`src/rtl/wave_pkg.sv`:
```
// Shared types for the multi-mode waveform generator (wave_gen).
package wave_pkg;

  localparam int MODE_W = 2;

  // The reserved encoding is named only so the mode register can be cast cleanly; it behaves as TRI.
  typedef enum logic [MODE_W-1:0] {
    MODE_TRI = 2'b00,
    MODE_SAW = 2'b01,
    MODE_SQR = 2'b10,
    MODE_RSV = 2'b11
  } mode_e;

  typedef enum logic {
    DIR_UP   = 1'b0,
    DIR_DOWN = 1'b1
  } dir_e;

endpackage

```
`src/rtl/wave_prescaler.sv`:
```
// Tick prescaler for wave_gen: one tick every prescaler_i+1 cycles while enabled.
module wave_prescaler
  import wave_pkg::*;
#(
  parameter int PRESC_W = 16
) (
  input  logic               clk_i,
  input  logic               rst_i,
  input  logic               ena_i,
  input  logic [PRESC_W-1:0] prescaler_i,
  output logic               tick_o
);

  logic [PRESC_W-1:0] cnt_q, cnt_d;

  // Equality compare against the live port: a lowered limit below cnt_q wraps the counter.
  always_comb begin
    tick_o = ena_i && (cnt_q == prescaler_i);
    cnt_d  = cnt_q + 1'b1;
    if (!ena_i || tick_o) begin
      cnt_d = '0;
    end
  end

  always_ff @(posedge clk_i) begin
    if (rst_i) begin
      cnt_q <= '0;
    end else begin
      cnt_q <= cnt_d;
    end
  end

endmodule

```
`src/rtl/wave_gen.sv`:
```
// Triangle / sawtooth / square generator with shadowed settings and a tick prescaler.
// Optional period_tick output is built only when WAVE_TICK_EN is defined.
module wave_gen
  import wave_pkg::*;
#(
  parameter int WIDTH   = 16,
  parameter int PRESC_W = 16
) (
  input  logic               clk,
  input  logic               rst,
  input  logic               ena,
  input  logic [MODE_W-1:0]  mode,
  input  logic [WIDTH-1:0]   amplitude,
  input  logic [WIDTH-1:0]   step,
  input  logic [PRESC_W-1:0] prescaler,
  output logic [WIDTH-1:0]   data
`ifdef WAVE_TICK_EN
  ,
  output logic               period_tick
`endif
);

  logic tick;

  wave_prescaler #(.PRESC_W(PRESC_W)) u_presc (
    .clk_i       (clk),
    .rst_i       (rst),
    .ena_i       (ena),
    .prescaler_i (prescaler),
    .tick_o      (tick)
  );

  mode_e            mode_s_q, mode_s_d;
  logic [WIDTH-1:0] amp_s_q, amp_s_d;
  logic [WIDTH-1:0] step_s_q, step_s_d;
  logic [WIDTH-1:0] acc_q, acc_d;
  dir_e             dir_q, dir_d;
  logic [WIDTH-1:0] data_q, data_d;
  logic             ptick_q, ptick_d;
  logic             boundary;
  logic [WIDTH-1:0] step_eff;
  logic [WIDTH:0]   sum;

  assign step_eff = (step_s_q == '0) ? WIDTH'(1) : step_s_q;
  assign sum      = {1'b0, acc_q} + {1'b0, step_eff};

  always_comb begin
    mode_s_d = mode_s_q;
    amp_s_d  = amp_s_q;
    step_s_d = step_s_q;
    acc_d    = acc_q;
    dir_d    = dir_q;
    data_d   = data_q;
    ptick_d  = 1'b0;
    boundary = 1'b0;

    if (tick) begin
      if (amp_s_q == '0) begin
        acc_d    = '0;
        dir_d    = DIR_UP;
        boundary = 1'b1;
      end else if (mode_s_q == MODE_SAW) begin
        dir_d = DIR_UP;
        if (acc_q == amp_s_q) begin
          acc_d    = '0;
          boundary = 1'b1;
        end else if (sum >= {1'b0, amp_s_q}) begin
          acc_d = amp_s_q;
        end else begin
          acc_d = sum[WIDTH-1:0];
        end
      end else if (dir_q == DIR_UP) begin
        if (sum >= {1'b0, amp_s_q}) begin
          acc_d = amp_s_q;
          dir_d = DIR_DOWN;
        end else begin
          acc_d = sum[WIDTH-1:0];
        end
      end else begin
        if (acc_q <= step_eff) begin
          acc_d    = '0;
          dir_d    = DIR_UP;
          boundary = 1'b1;
        end else begin
          acc_d = acc_q - step_eff;
        end
      end

      // Square output follows the direction after this update, not the one before it.
      if (mode_s_q == MODE_SQR) begin
        data_d = (dir_d == DIR_UP) ? amp_s_q : '0;
      end else begin
        data_d = acc_d;
      end

      if (boundary) begin
        mode_s_d = mode_e'(mode);
        amp_s_d  = amplitude;
        step_s_d = step;
        dir_d    = DIR_UP;
        ptick_d  = 1'b1;
      end
    end

    if (!ena) begin
      mode_s_d = mode_e'(mode);
      amp_s_d  = amplitude;
      step_s_d = step;
      acc_d    = '0;
      dir_d    = DIR_UP;
      data_d   = '0;
      ptick_d  = 1'b0;
    end
  end

  always_ff @(posedge clk) begin
    if (rst) begin
      mode_s_q <= mode_e'(mode);
      amp_s_q  <= amplitude;
      step_s_q <= step;
      acc_q    <= '0;
      dir_q    <= DIR_UP;
      data_q   <= '0;
      ptick_q  <= 1'b0;
    end else begin
      mode_s_q <= mode_s_d;
      amp_s_q  <= amp_s_d;
      step_s_q <= step_s_d;
      acc_q    <= acc_d;
      dir_q    <= dir_d;
      data_q   <= data_d;
      ptick_q  <= ptick_d;
    end
  end

  assign data = data_q;

`ifdef WAVE_TICK_EN
  assign period_tick = ptick_q;
`else
  logic unused_ptick;
  assign unused_ptick = ptick_q;
`endif

endmodule

```
`config.mk`:
```
export PLATFORM = sky130hd
export DESIGN_NAME = wave_gen
export DESIGN_NICKNAME = d
export VERILOG_FILES = /design/src/rtl/wave_pkg.sv /design/src/rtl/wave_prescaler.sv /design/src/rtl/wave_gen.sv
export SDC_FILE = /design/constraint.sdc
export NUM_CORES = 1
export LEC_CHECK = 0
export ABC_AREA = 1
export ABC_CLOCK_PERIOD_IN_PS = 9100
export CAP_MARGIN = 25
export CORE_AREA = 2 2 90 127
export CTS_BUF_LIST = sky130_fd_sc_hd__clkbuf_2
export DETAILED_ROUTE_END_ITERATION = 8
export DIE_AREA = 0 0 92 129
export GPL_TIMING_DRIVEN = 0
export MAX_ROUTING_LAYER = met4
export PLACE_DENSITY = 0.83
export SYNTH_ARGS = -nofsm -noshare
export SYNTH_HDL_FRONTEND = slang
export SYNTH_SLANG_ARGS = --single-unit
```
`constraint.sdc`:
```
create_clock -name clk -period 9.1 [get_ports clk]
set_clock_uncertainty 0.05 [all_clocks]
set_input_delay 1.82 -clock clk [delete_from_list [all_inputs] [get_ports clk]]
set_output_delay 1.82 -clock clk [all_outputs]
set_load 0.01 [all_outputs]
```
==> summary.md <==
| Metric | Value |
|---|---|
| Final Hold Viols | 0 |
| I/O pin count | 69 |
| Leak | 3.41 nW |
| Drt pass-1 iters | 7 |
| Gpl congestion | 0.955 |
| RSZ-0062 raised after global routing | no |
| Root buffer cell | clkbuf_2 |
| Hold buffers post-CTS | 0 |
| Crit. End Element | flop |
| Max-capacitance violation count | 0 |
| Via density | 5.53 |
| Global-route wire length before repair | 28200 um |
| Hold Path End | data[13] |
| Outcome | finished with violations |
| Slew headroom | 51.6% |
| Pwr dens | 110 nW/um^2 |
| Routed Antenna Nets | 0 |
| Cell family with most CP delay | simple AND/OR/NAND/NOR gates |
| Part of the power in the clock network | 26.7% |
| Worst Hold Launch | data[13] |
| Number of synthesized flops with an enable pin | 34 |
| Cell count after synthesis | 876 |
| Combinational power share | 21.9% |
| Max Buffers Root-to-Sink | 2 |
| Fillers | 940 |
| Most used flip-flop cell after synthesis | dfxtp_1 |
| Vias in the first global route | 6038 |
| Area delta synth->final | 16.1% |
| Crit-path cells | nor4_1 > a41o_1 > ha_1 > fa_1 > nand2_2 > nand2_2 > and2_4 > a21oi_1 > o21ai_0 > xor2_1 > ha_1 > a21oi_1 > nor2_1 > a211oi_1 > nand2_1 > nand2_1 > nand3_2 > inv_4 > buf_8 > nand2_1 > o211ai_1 > nand3_1 > a21oi_1 |
| Die Ht | 129 um |
| Routed WL | 17700 um |
| Sequential Power Share | 51.4% |
| Peak Freq | 0.211 GHz |
| P_sw | 0.263 mW |
| Maximum VDD drop | 82.0 uV |
| Final Max Slew Viols | 0 |
| Synth unique cells | 45 |
| CTS resizes | 0 |
| Largest net degree at the start of global routing | 25 |
| Reg-to-Reg End | data[7] |
| WP data required | 9.55 ns |
| Antenna violations before repair | 1 |
| Worst Max-Slew Pin Slew | 0.719 ns |
| Synth warnings | 0 |
| Worst r2r src | step_s_q[12] |
| Starting Density | 59.0% |
| Clock Latency Late Sink | 0.60 ns |
| Fin util | 68.5% |
| Slowest stage delay, CP | 0.63 ns |
| Synthesized area | 6320 sq um |
| CTS sink count | 83 |
| Global route overflow | 0 |
| Post-CTS Repair Setup Buffers | 0 |
| Chip Width | 92 um |
| TritonCTS clock tree | yes |
| Post-layout min period | 4.73 ns |
| Crit path max fanout | 10 |
| Initial DRC count | 431 |
| Period utilisation layout | 52.0% |
| Routed wire length per instance | 16.0 um |
| Startpoint types | flop |
| Setup TNS Final | 0 ns |
| Cell Rows | 45 |
| Hold path depth | 2 |
| Failing checks | DRC |
| All-Layer GR Usage | 31.5% |
| Syn avg cell area | 7.21 sq um |
| Post-DP HPWL | 14300 um |
| Core area | 10700 sq um |
| Endpoints failing setup | 0 |
| Synthesis-stage register bit count | 83 |
| Commonest non-fill, non-tap cell in the layout | nand2_1 |
| Total Nets Final | 1061 |
| Crit path buf inv count | 2 |
| Input/output buffers | 68 |
| Syn_nets | 981 |
| Vias | 6104 |
| CTS Buf Count | 9 |
| Worst Reg2Reg Path Length in Cells | 23 |
| Switching share of power | 32.6% |
| P_int | 0.544 mW |
| Overall Power | 0.807 mW |
| Sequential share of the synthesized area | 31.7% |
| HP Class | flop to flop |
| CP Class | flop to flop |
| Most frequent cells in the layout | nand2_1, inv_1, a21oi_1 |
| Worst path slowest cell | nor4_1 |
| # H-tree levels | 3 |
| Full die area | 11900 sq um |
| Post-synth ARST share | 0% |
| Register clock-pin slew on the reported worst setup and hold paths | 0.23 ns |
| R2R setup slack | 4.37 ns |
| Post-route DRC | 1 |
| Layout cells sized above 1 | 8.53% |
| CP Data Arrival Time | 5.18 ns |
-- cells in the mapped netlist (2+ instances only) --
master,instances,area share [%]
a211oi_1,4,0.48
a21oi_1,88,7.0
a21oi_2,2,0.28
a31oi_1,3,0.30
buf_2,5,0.40
buf_4,6,0.71
buf_6,2,0.36
clkbuf_1,23,1.4
dfxtp_1,49,16
edfxtp_1,34,16
fa_1,2,0.63
ha_1,50,9.9
inv_1,108,6.4
inv_2,9,0.53
nand2_1,206,12
nand2_2,9,0.89
nand2_4,2,0.36
nand3_1,51,4.0
nand3_2,5,0.79
nand4_1,16,1.6
nor2_1,49,2.9
nor2_2,4,0.40
nor2_4,3,0.53
nor3_1,10,0.79
nor3_2,3,0.48
nor3b_1,4,0.48
nor4_1,12,1.2
o211ai_1,8,0.95
o21a_1,7,0.83
o21ai_0,37,2.9
o21ai_1,2,0.16
o21bai_1,4,0.48
or2_2,8,0.79
xnor2_1,10,1.4
xor2_1,31,4.3
-- through the flow --
step | cell area [sq um] | hold WS (ns) | cells | setup slack, ns
after floorplan | 6320 | 0.390 | 876 | 4.19
after global placement | 7170 | 0.410 | 1085 | 2.22
after detailed placement | 7210 | 0.411 | 1086 | 4.32
after CTS | 7330 | 0.443 | 1102 | 4.29
after global routing | 7330 | 0.475 | 1103 | 4.04
final | 7330 | 0.448 | 1103 | 4.37
-- worst reg2reg max path, stage by stage (launching register included) --
cell and delay [ns]:
edfxtp_1 0.45, nor4_1 0.63, a41o_1 0.33, ha_1 0.23
fa_1 0.22, nand2_2 0.07, nand2_2 0.07, and2_4 0.16
a21oi_1 0.09, o21ai_0 0.23, xor2_1 0.25, ha_1 0.29
a21oi_1 0.15, nor2_1 0.05, a211oi_1 0.18, nand2_1 0.08
nand2_1 0.18, nand3_2 0.18, inv_4 0.15, buf_8 0.14
nand2_1 0.05, o211ai_1 0.10, nand3_1 0.12, a21oi_1 0.21
-- kinds of logic after synthesis --
logic type      share of synthesized area, %
simple gates                            28.1
compound gates                          13.7
buf+inv                                 10.3
flops                                   31.7
fa+ha+maj                               10.5
xor+xnor                                5.69
-- area by class of cell --
cell class | count | area (sq um) | share of cell area, %
Sequential cell | 83 | 2000 | 27.3
Inverter | 120 | 458 | 6.24
Clock inverter | 6 | 72.6 | 0.990
Antenna cell | 1 | 2.50 | 0.0341
Clock buffer | 10 | 50.0 | 0.682
Tap cell | 141 | 176 | 2.41
Multi-Input combinational cell | 636 | 3680 | 50.1
Timing Repair Buffer | 69 | 701 | 9.55
Buffer | 37 | 194 | 2.64
-- power groups by stage --
stage	sequential [mW]	combinational [mW]	clock, mW
6_report	0.415	0.177	0.216
5_1_grt	0.417	0.195	0.229
4_1_cts	0.415	0.175	0.218
3_5_place_dp	0.422	0.173	0
3_3_place_gp	0.423	0.168	0
2_1_floorplan	0.418	0.117	0
-- sequential cells by signal, summed over array words and instances, names as in the netlist --
register	count
data	16
u_presc.cnt_q	16
step_s_q	16
dir_q	1
mode_s_q	2
acc_q	16
amp_s_q	16
-- routing by layer --
metal	up-vias	global-route usage [%]	part of all wire, %
li1	3049	-	-
met3	81	4.10	4.5
met2	253	55.8	51
met4	0	19.8	6.5
met5	-	-	0
met1	2721	33.0	38
-- worst max-delay path by stage --
stage	slack [ns]	startpoint	cells past startpoint	to
2_1_floorplan	4.19	prescaler[15]	6	amp_s_q[0]
3_3_place_gp	2.22	prescaler[15]	7	step_s_q[2]
3_5_place_dp	4.32	prescaler[15]	8	amp_s_q[7]
4_1_cts	4.29	step_s_q[12]	23	data[7]
5_1_grt	4.04	step_s_q[12]	23	data[7]
6_report	4.37	step_s_q[12]	23	data[7]
Note: power is estimated with default switching activity, not from simulation.
